==> src/rtl/waveform_analyzer_pkg.sv <==
// Shared definitions for the waveform analyzer: default sample/counter geometry,
// crossing thresholds and the measurement FSM state encoding.
package waveform_analyzer_pkg;

  localparam int unsigned DefDataW = 8;
  localparam int unsigned DefCntW  = 16;
  localparam int unsigned DefMid   = 128;
  localparam int unsigned DefHyst  = 8;

  typedef enum logic [1:0] {
    StIdle    = 2'd0,
    StArm     = 2'd1,
    StMeasure = 2'd2
  } wa_state_e;

endpackage

==> src/rtl/waveform_analyzer_hyst_comparator.sv <==
// Hysteresis level tracker around mid-scale; emits a combinational rise pulse
// on the accepted sample that takes the level from LOW to HIGH.
module waveform_analyzer_hyst_comparator #(
  parameter int unsigned DataW = 8,
  parameter int unsigned Mid   = 128,
  parameter int unsigned Hyst  = 8
) (
  input  logic             clk_i,
  input  logic             rst_ni,
  input  logic             sample_valid_i,
  input  logic [DataW-1:0] sample_i,
  input  logic             init_i,
  output logic             rise_o
);

  localparam logic [DataW-1:0] MidThr  = DataW'(Mid);
  localparam logic [DataW-1:0] RiseThr = DataW'(Mid + Hyst);
  localparam logic [DataW-1:0] FallThr = DataW'(Mid - Hyst);

  logic level_q, level_d;

  always_comb begin
    level_d = level_q;
    rise_o  = 1'b0;
    if (sample_valid_i) begin
      if (init_i) begin
        // Initial level only; a waveform that starts high is not a crossing.
        level_d = (sample_i >= MidThr);
      end else if (!level_q && (sample_i >= RiseThr)) begin
        level_d = 1'b1;
        rise_o  = 1'b1;
      end else if (level_q && (sample_i <= FallThr)) begin
        level_d = 1'b0;
      end
    end
  end

  always_ff @(posedge clk_i or negedge rst_ni) begin
    if (!rst_ni) begin
      level_q <= 1'b0;
    end else begin
      level_q <= level_d;
    end
  end

endmodule

==> src/rtl/waveform_analyzer.sv <==
// Per-cycle waveform measurement: period between rising crossings, peak max/min
// and amplitude, with a sticky timeout when no crossing arrives.
module waveform_analyzer
  import waveform_analyzer_pkg::*;
#(
  parameter int unsigned DataW = DefDataW,
  parameter int unsigned CntW  = DefCntW,
  parameter int unsigned Mid   = DefMid,
  parameter int unsigned Hyst  = DefHyst
) (
  input  logic             clk_i,
  input  logic             rst_ni,
  input  logic             sample_valid_i,
  input  logic [DataW-1:0] sample_i,
  output logic [CntW-1:0]  period_o,
  output logic [DataW-1:0] peak_max_o,
  output logic [DataW-1:0] peak_min_o,
  output logic [DataW-1:0] amplitude_o,
  output logic             meas_valid_o,
  output logic             timeout_o
);

  localparam logic [CntW-1:0] CntMax = '1;
  localparam logic [CntW-1:0] CntOne = CntW'(1);

  wa_state_e        state_q, state_d;
  logic [CntW-1:0]  cnt_q, cnt_d;
  logic [DataW-1:0] run_max_q, run_max_d;
  logic [DataW-1:0] run_min_q, run_min_d;
  logic [CntW-1:0]  period_q, period_d;
  logic [DataW-1:0] peak_max_q, peak_max_d;
  logic [DataW-1:0] peak_min_q, peak_min_d;
  logic [DataW-1:0] amp_q, amp_d;
  logic             meas_valid_q, meas_valid_d;
  logic             timeout_q, timeout_d;

  logic init;
  logic rise;

  waveform_analyzer_hyst_comparator #(
    .DataW (DataW),
    .Mid   (Mid),
    .Hyst  (Hyst)
  ) u_hyst_comparator (
    .clk_i          (clk_i),
    .rst_ni         (rst_ni),
    .sample_valid_i (sample_valid_i),
    .sample_i       (sample_i),
    .init_i         (init),
    .rise_o         (rise)
  );

  always_comb begin
    state_d      = state_q;
    cnt_d        = cnt_q;
    run_max_d    = run_max_q;
    run_min_d    = run_min_q;
    period_d     = period_q;
    peak_max_d   = peak_max_q;
    peak_min_d   = peak_min_q;
    amp_d        = amp_q;
    meas_valid_d = 1'b0;
    timeout_d    = timeout_q;
    init         = 1'b0;

    if (sample_valid_i) begin
      unique case (state_q)
        StIdle: begin
          init    = 1'b1;
          state_d = StArm;
        end
        StArm: begin
          if (rise) begin
            state_d   = StMeasure;
            cnt_d     = CntOne;
            run_max_d = sample_i;
            run_min_d = sample_i;
          end
        end
        StMeasure: begin
          // A rise takes priority over a saturated counter.
          if (rise) begin
            period_d     = cnt_q;
            peak_max_d   = run_max_q;
            peak_min_d   = run_min_q;
            amp_d        = run_max_q - run_min_q;
            meas_valid_d = 1'b1;
            timeout_d    = 1'b0;
            cnt_d        = CntOne;
            run_max_d    = sample_i;
            run_min_d    = sample_i;
          end else if (cnt_q == CntMax) begin
            state_d   = StArm;
            timeout_d = 1'b1;
          end else begin
            cnt_d = cnt_q + CntOne;
            if (sample_i > run_max_q) run_max_d = sample_i;
            if (sample_i < run_min_q) run_min_d = sample_i;
          end
        end
        default: state_d = StIdle;
      endcase
    end
  end

  always_ff @(posedge clk_i or negedge rst_ni) begin
    if (!rst_ni) begin
      state_q      <= StIdle;
      cnt_q        <= '0;
      run_max_q    <= '0;
      run_min_q    <= '0;
      period_q     <= '0;
      peak_max_q   <= '0;
      peak_min_q   <= '0;
      amp_q        <= '0;
      meas_valid_q <= 1'b0;
      timeout_q    <= 1'b0;
    end else begin
      state_q      <= state_d;
      cnt_q        <= cnt_d;
      run_max_q    <= run_max_d;
      run_min_q    <= run_min_d;
      period_q     <= period_d;
      peak_max_q   <= peak_max_d;
      peak_min_q   <= peak_min_d;
      amp_q        <= amp_d;
      meas_valid_q <= meas_valid_d;
      timeout_q    <= timeout_d;
    end
  end

  assign period_o     = period_q;
  assign peak_max_o   = peak_max_q;
  assign peak_min_o   = peak_min_q;
  assign amplitude_o  = amp_q;
  assign meas_valid_o = meas_valid_q;
  assign timeout_o    = timeout_q;

endmodule
==> config.mk <==
export PLATFORM = sky130hd
export DESIGN_NAME = waveform_analyzer
export DESIGN_NICKNAME = d
export VERILOG_FILES = /design/src/rtl/waveform_analyzer_pkg.sv /design/src/rtl/waveform_analyzer_hyst_comparator.sv /design/src/rtl/waveform_analyzer.sv
export SDC_FILE = /design/constraint.sdc
export NUM_CORES = 1
export LEC_CHECK = 0
export BUFFER_PORTS_ARGS = -buffer_cell sky130_fd_sc_hd__buf_2
export CORE_ASPECT_RATIO = 0.8
export CORE_MARGIN = 2
export CORE_UTILIZATION = 45
export CTS_BUF_LIST = sky130_fd_sc_hd__clkbuf_2
export DETAILED_ROUTE_END_ITERATION = 6
export PLACE_DENSITY_LB_ADDON = 0.05
export SLEW_MARGIN = 20
export SYNTH_ARGS = -nofsm -noshare
export SYNTH_HDL_FRONTEND = slang
export SYNTH_HIERARCHICAL = 1
export SYNTH_SLANG_ARGS = --single-unit
export TNS_END_PERCENT = 1
==> constraint.sdc <==
create_clock -name clk_i -period 3.7 [get_ports clk_i]
set_input_delay 0.74 -clock clk_i [delete_from_list [all_inputs] [get_ports clk_i]]
set_output_delay 0.74 -clock clk_i [all_outputs]
set_load 0.05 [all_outputs]
==> impl_metrics.yaml <==
synth:
  synth.most_common_cell: "nand2_1"
  syn_nets: 497
  async_flop_share: 1.000
  synth_common_cells: "nand2_1, dfrtp_1, o21ai_0"
  yosys.area.top_type_share: 0.4560
  synthDistinctLibCells: 59
  yosysWarnings: 6
  synth_flop_cell: "dfrtp_1"
  yosysTopAreaCell: "dfrtp_1"
  synth_area_leaders: "dfrtp_1, nand2_1, ha_1, o21ai_0, inv_1"
  synth-edff-count: 0
  netlist_area_sq_um: 4225
  synth-seq-cells: 77
  avgSynthCellArea_sq_um: 9.146
  synthCells: 462
  ys_seq_area_frac: 0.4560
place:
  pre_cts_ws_ns: 0.2518
  numPortBuffers: 52
  placed_cells: 622
  gp_congestion: 0.8686
  dp_hpwl_um: 7577
route:
  wl_met2_um: 4033
  met3_wirelength_um: 767
  wl_um: 10550
  drt-met1-wl_um: 5637
  drtIter0Drc: 289
  highest_layer: "met4"
  via_per_inst: 5.701
  wl_per_cell_um: 16.53
  ant_nets: 0
  drc_errors: 0
  route.vias.total: 3637
  drtPass1Iterations: 5
setup_path:
  path_max_fanout: 24
  start_kind: "input port"
  crit_type: "in2reg"
  r2r_slack_ns: 0.82
  cp.required_ns: 4.15
  cp.arrival_ns: 3.33
  endpoint_kind: "flip-flop"
power:
  p_int_uw: 1450
  seqPwrFrac: 0.420
  ir_drop_mv: 0.3197
  pwr-share-clk: 0.202
  p_leak_uw: 0.002403
  swShare: 0.4237
  pwr-share-comb: 0.377
  switching_power_uw: 1066
  p_per_area_nw_per_um2: 527.7
clocking:
  path_clk_slew_ns: 0.25
  htree_levels: 3
  clk_path_buf_depth: 2
  cts_root_buf: "clkbuf_2"
  postCtsSetupRepairBufs: 0
  cts_resized: 0
  insertion_delay_ns: 0.57
  holdBufCountCts: 0
  cts.sinks: 77
  cts_tree: "yes"
  numCtsBuffers: 9
global_routing:
  overflow: 0
  gr-usage-all-layers: 0.2207
  grt_max_degree: 78
  grt_pass1_wl_um: 17870
  antenna_found_initial: 0
  grt_pass1_vias: 3359
final_layout:
  drive_gt1_frac: 0.1702
  fillers: 898
  areaGrowthSynthToFinish_pct: 12.85
  nNetsFinal: 553
  fin_util: 0.5254
  fin_cells: 638
  diodes: 0
die:
  die_x_um: 112.3
  core_area_sq_um: 9076
  start_util: 0.4655
  rows: 31
  chipHeight_um: 90.67
  die_area_sq_um: 10190
  io_pins: 53
timing:
  rsz0062_at_grt: "no"
  slew_violations: 0
  fin_skew_ns: 0.02725
  slew-limit-headroom: 0.4397
  fmax_mhz: 346.5
  worstMarginPinSlew_ns: 0.8367
  fin_setup_tns_ns: 0
  holdWs_ns: 0.1654
  finalCritPeriodShare: 0.7799
  setup_viol_count_final: 0
  hold_viol: 0
  setup_slack_ns: 0.8143
  layout_min_cycle_time_ns: 2.886
status:
  status: "finished clean"
min_path:
  hold_path.class: "in2async"
job:
  maxCapViolations: 0
[logic make-up (layout without fill, tap and decap cells)]
kind of cell | Yosys count | in the layout | synth area share
multiplexers | 9 | 9 | 0.02250
AND/OR/NAND/NOR | 184 | 184 | 0.2043
buffers and inverters | 47 | 108 | 0.04560
adder cells (fa/ha/maj) | 24 | 24 | 0.07285
flip-flops | 77 | 77 | 0.4560
XOR/XNOR | 9 | 9 | 0.01866
AO/OA/AOI/OAI | 112 | 112 | 0.1801
[flip-flops by register name, summed over array words and instances (netlist names)]
name                       flops
amplitude_o                    8
cnt_q                         16
meas_valid_o                   1
peak_max_o                     8
peak_min_o                     8
period_o                      16
run_max_q                      8
run_min_q                      8
state_q                        2
timeout_o                      1
u_hyst_comparator/level_q      1
[per-layer routing]
layer | up-vias | track usage
met4 | 0 | 0.05894
met3 | 8 | 0.05034
met1 | 1722 | 0.3714
li1 | 1781 | -
met2 | 126 | 0.2741
met5 | - | 0
[cell usage in the layout, fill, tap and decap left out, types with 4 or more instances in the layout]
cell type | Yosys | layout
nor2b_1 | 5 | 5
nor2_1 | 24 | 24
xnor2_1 | 7 | 7
ha_1 | 23 | 23
o311ai_1 | 8 | 8
inv_1 | 28 | 28
o21ai_0 | 38 | 38
mux2i_1 | 8 | 8
a221oi_1 | 8 | 8
o31ai_1 | 4 | 4
buf_2 | 1 | 51
nand2_1 | 85 | 85
a211oi_1 | 12 | 12
or3_1 | 4 | 4
or4_1 | 5 | 5
a21oi_1 | 16 | 16
nand4_1 | 7 | 7
buf_4 | 0 | 11
dfrtp_1 | 77 | 77
nor3_1 | 17 | 17
nand3_1 | 21 | 20
clkbuf_2 | 0 | 9
[power groups by stage]
stage,combinational (uW),clock (uW),sequential [uW]
floorplan,501,0,1270
global placement,939,0,1070
finish,950,509,1060
global route,1060,556,1080
detailed placement,951,0,1080
CTS,955,528,1060
[worst max-delay path, cell delays in order]
cell	delay [ns]
buf_2	0.13
or4_1	0.52
nand3_1	0.12
nor3_1	0.07
or3b_1	0.46
nor4_4	0.43
a211oi_2	0.13
buf_4	0.24
a221oi_1	0.33
o311ai_1	0.16
[metrics by stage]
step	cell area, sq um	power [uW]
2_1_floorplan	4225	1775
3_5_place_dp	4636	2027
5_1_grt	4768	2696
3_3_place_gp	4636	2011
4_1_cts	4765	2541
6_report	4768	2516
[worst paths after layout]
kind                             startpoint       endpoint  cells past startpoint
worst min-delay path                 rst_ni  peak_max_o[7]                      1
worst max register to register   state_q[1]   run_max_q[1]                      8
worst min register to register  period_o[2]    period_o[2]                      2
max in group asynchronous            rst_ni    period_o[7]                      1
min in group clk_i              sample_i[6]   run_max_q[6]                      3
worst max-delay path            sample_i[5]   run_max_q[1]                     10
[cell type report]
type                            count  area [sq um]  area share
Clock inverter                      7         83.83     0.01758
Inverter                           29         108.9     0.02283
Tap cell                          115         143.9     0.03018
Multi-Input combinational cell    338          2111      0.4427
Clock buffer                        9         45.04    0.009446
Sequential cell                    77          1927      0.4041
Timing Repair Buffer               63         349.1     0.07321
Note: power is estimated with default switching activity, not from simulation.
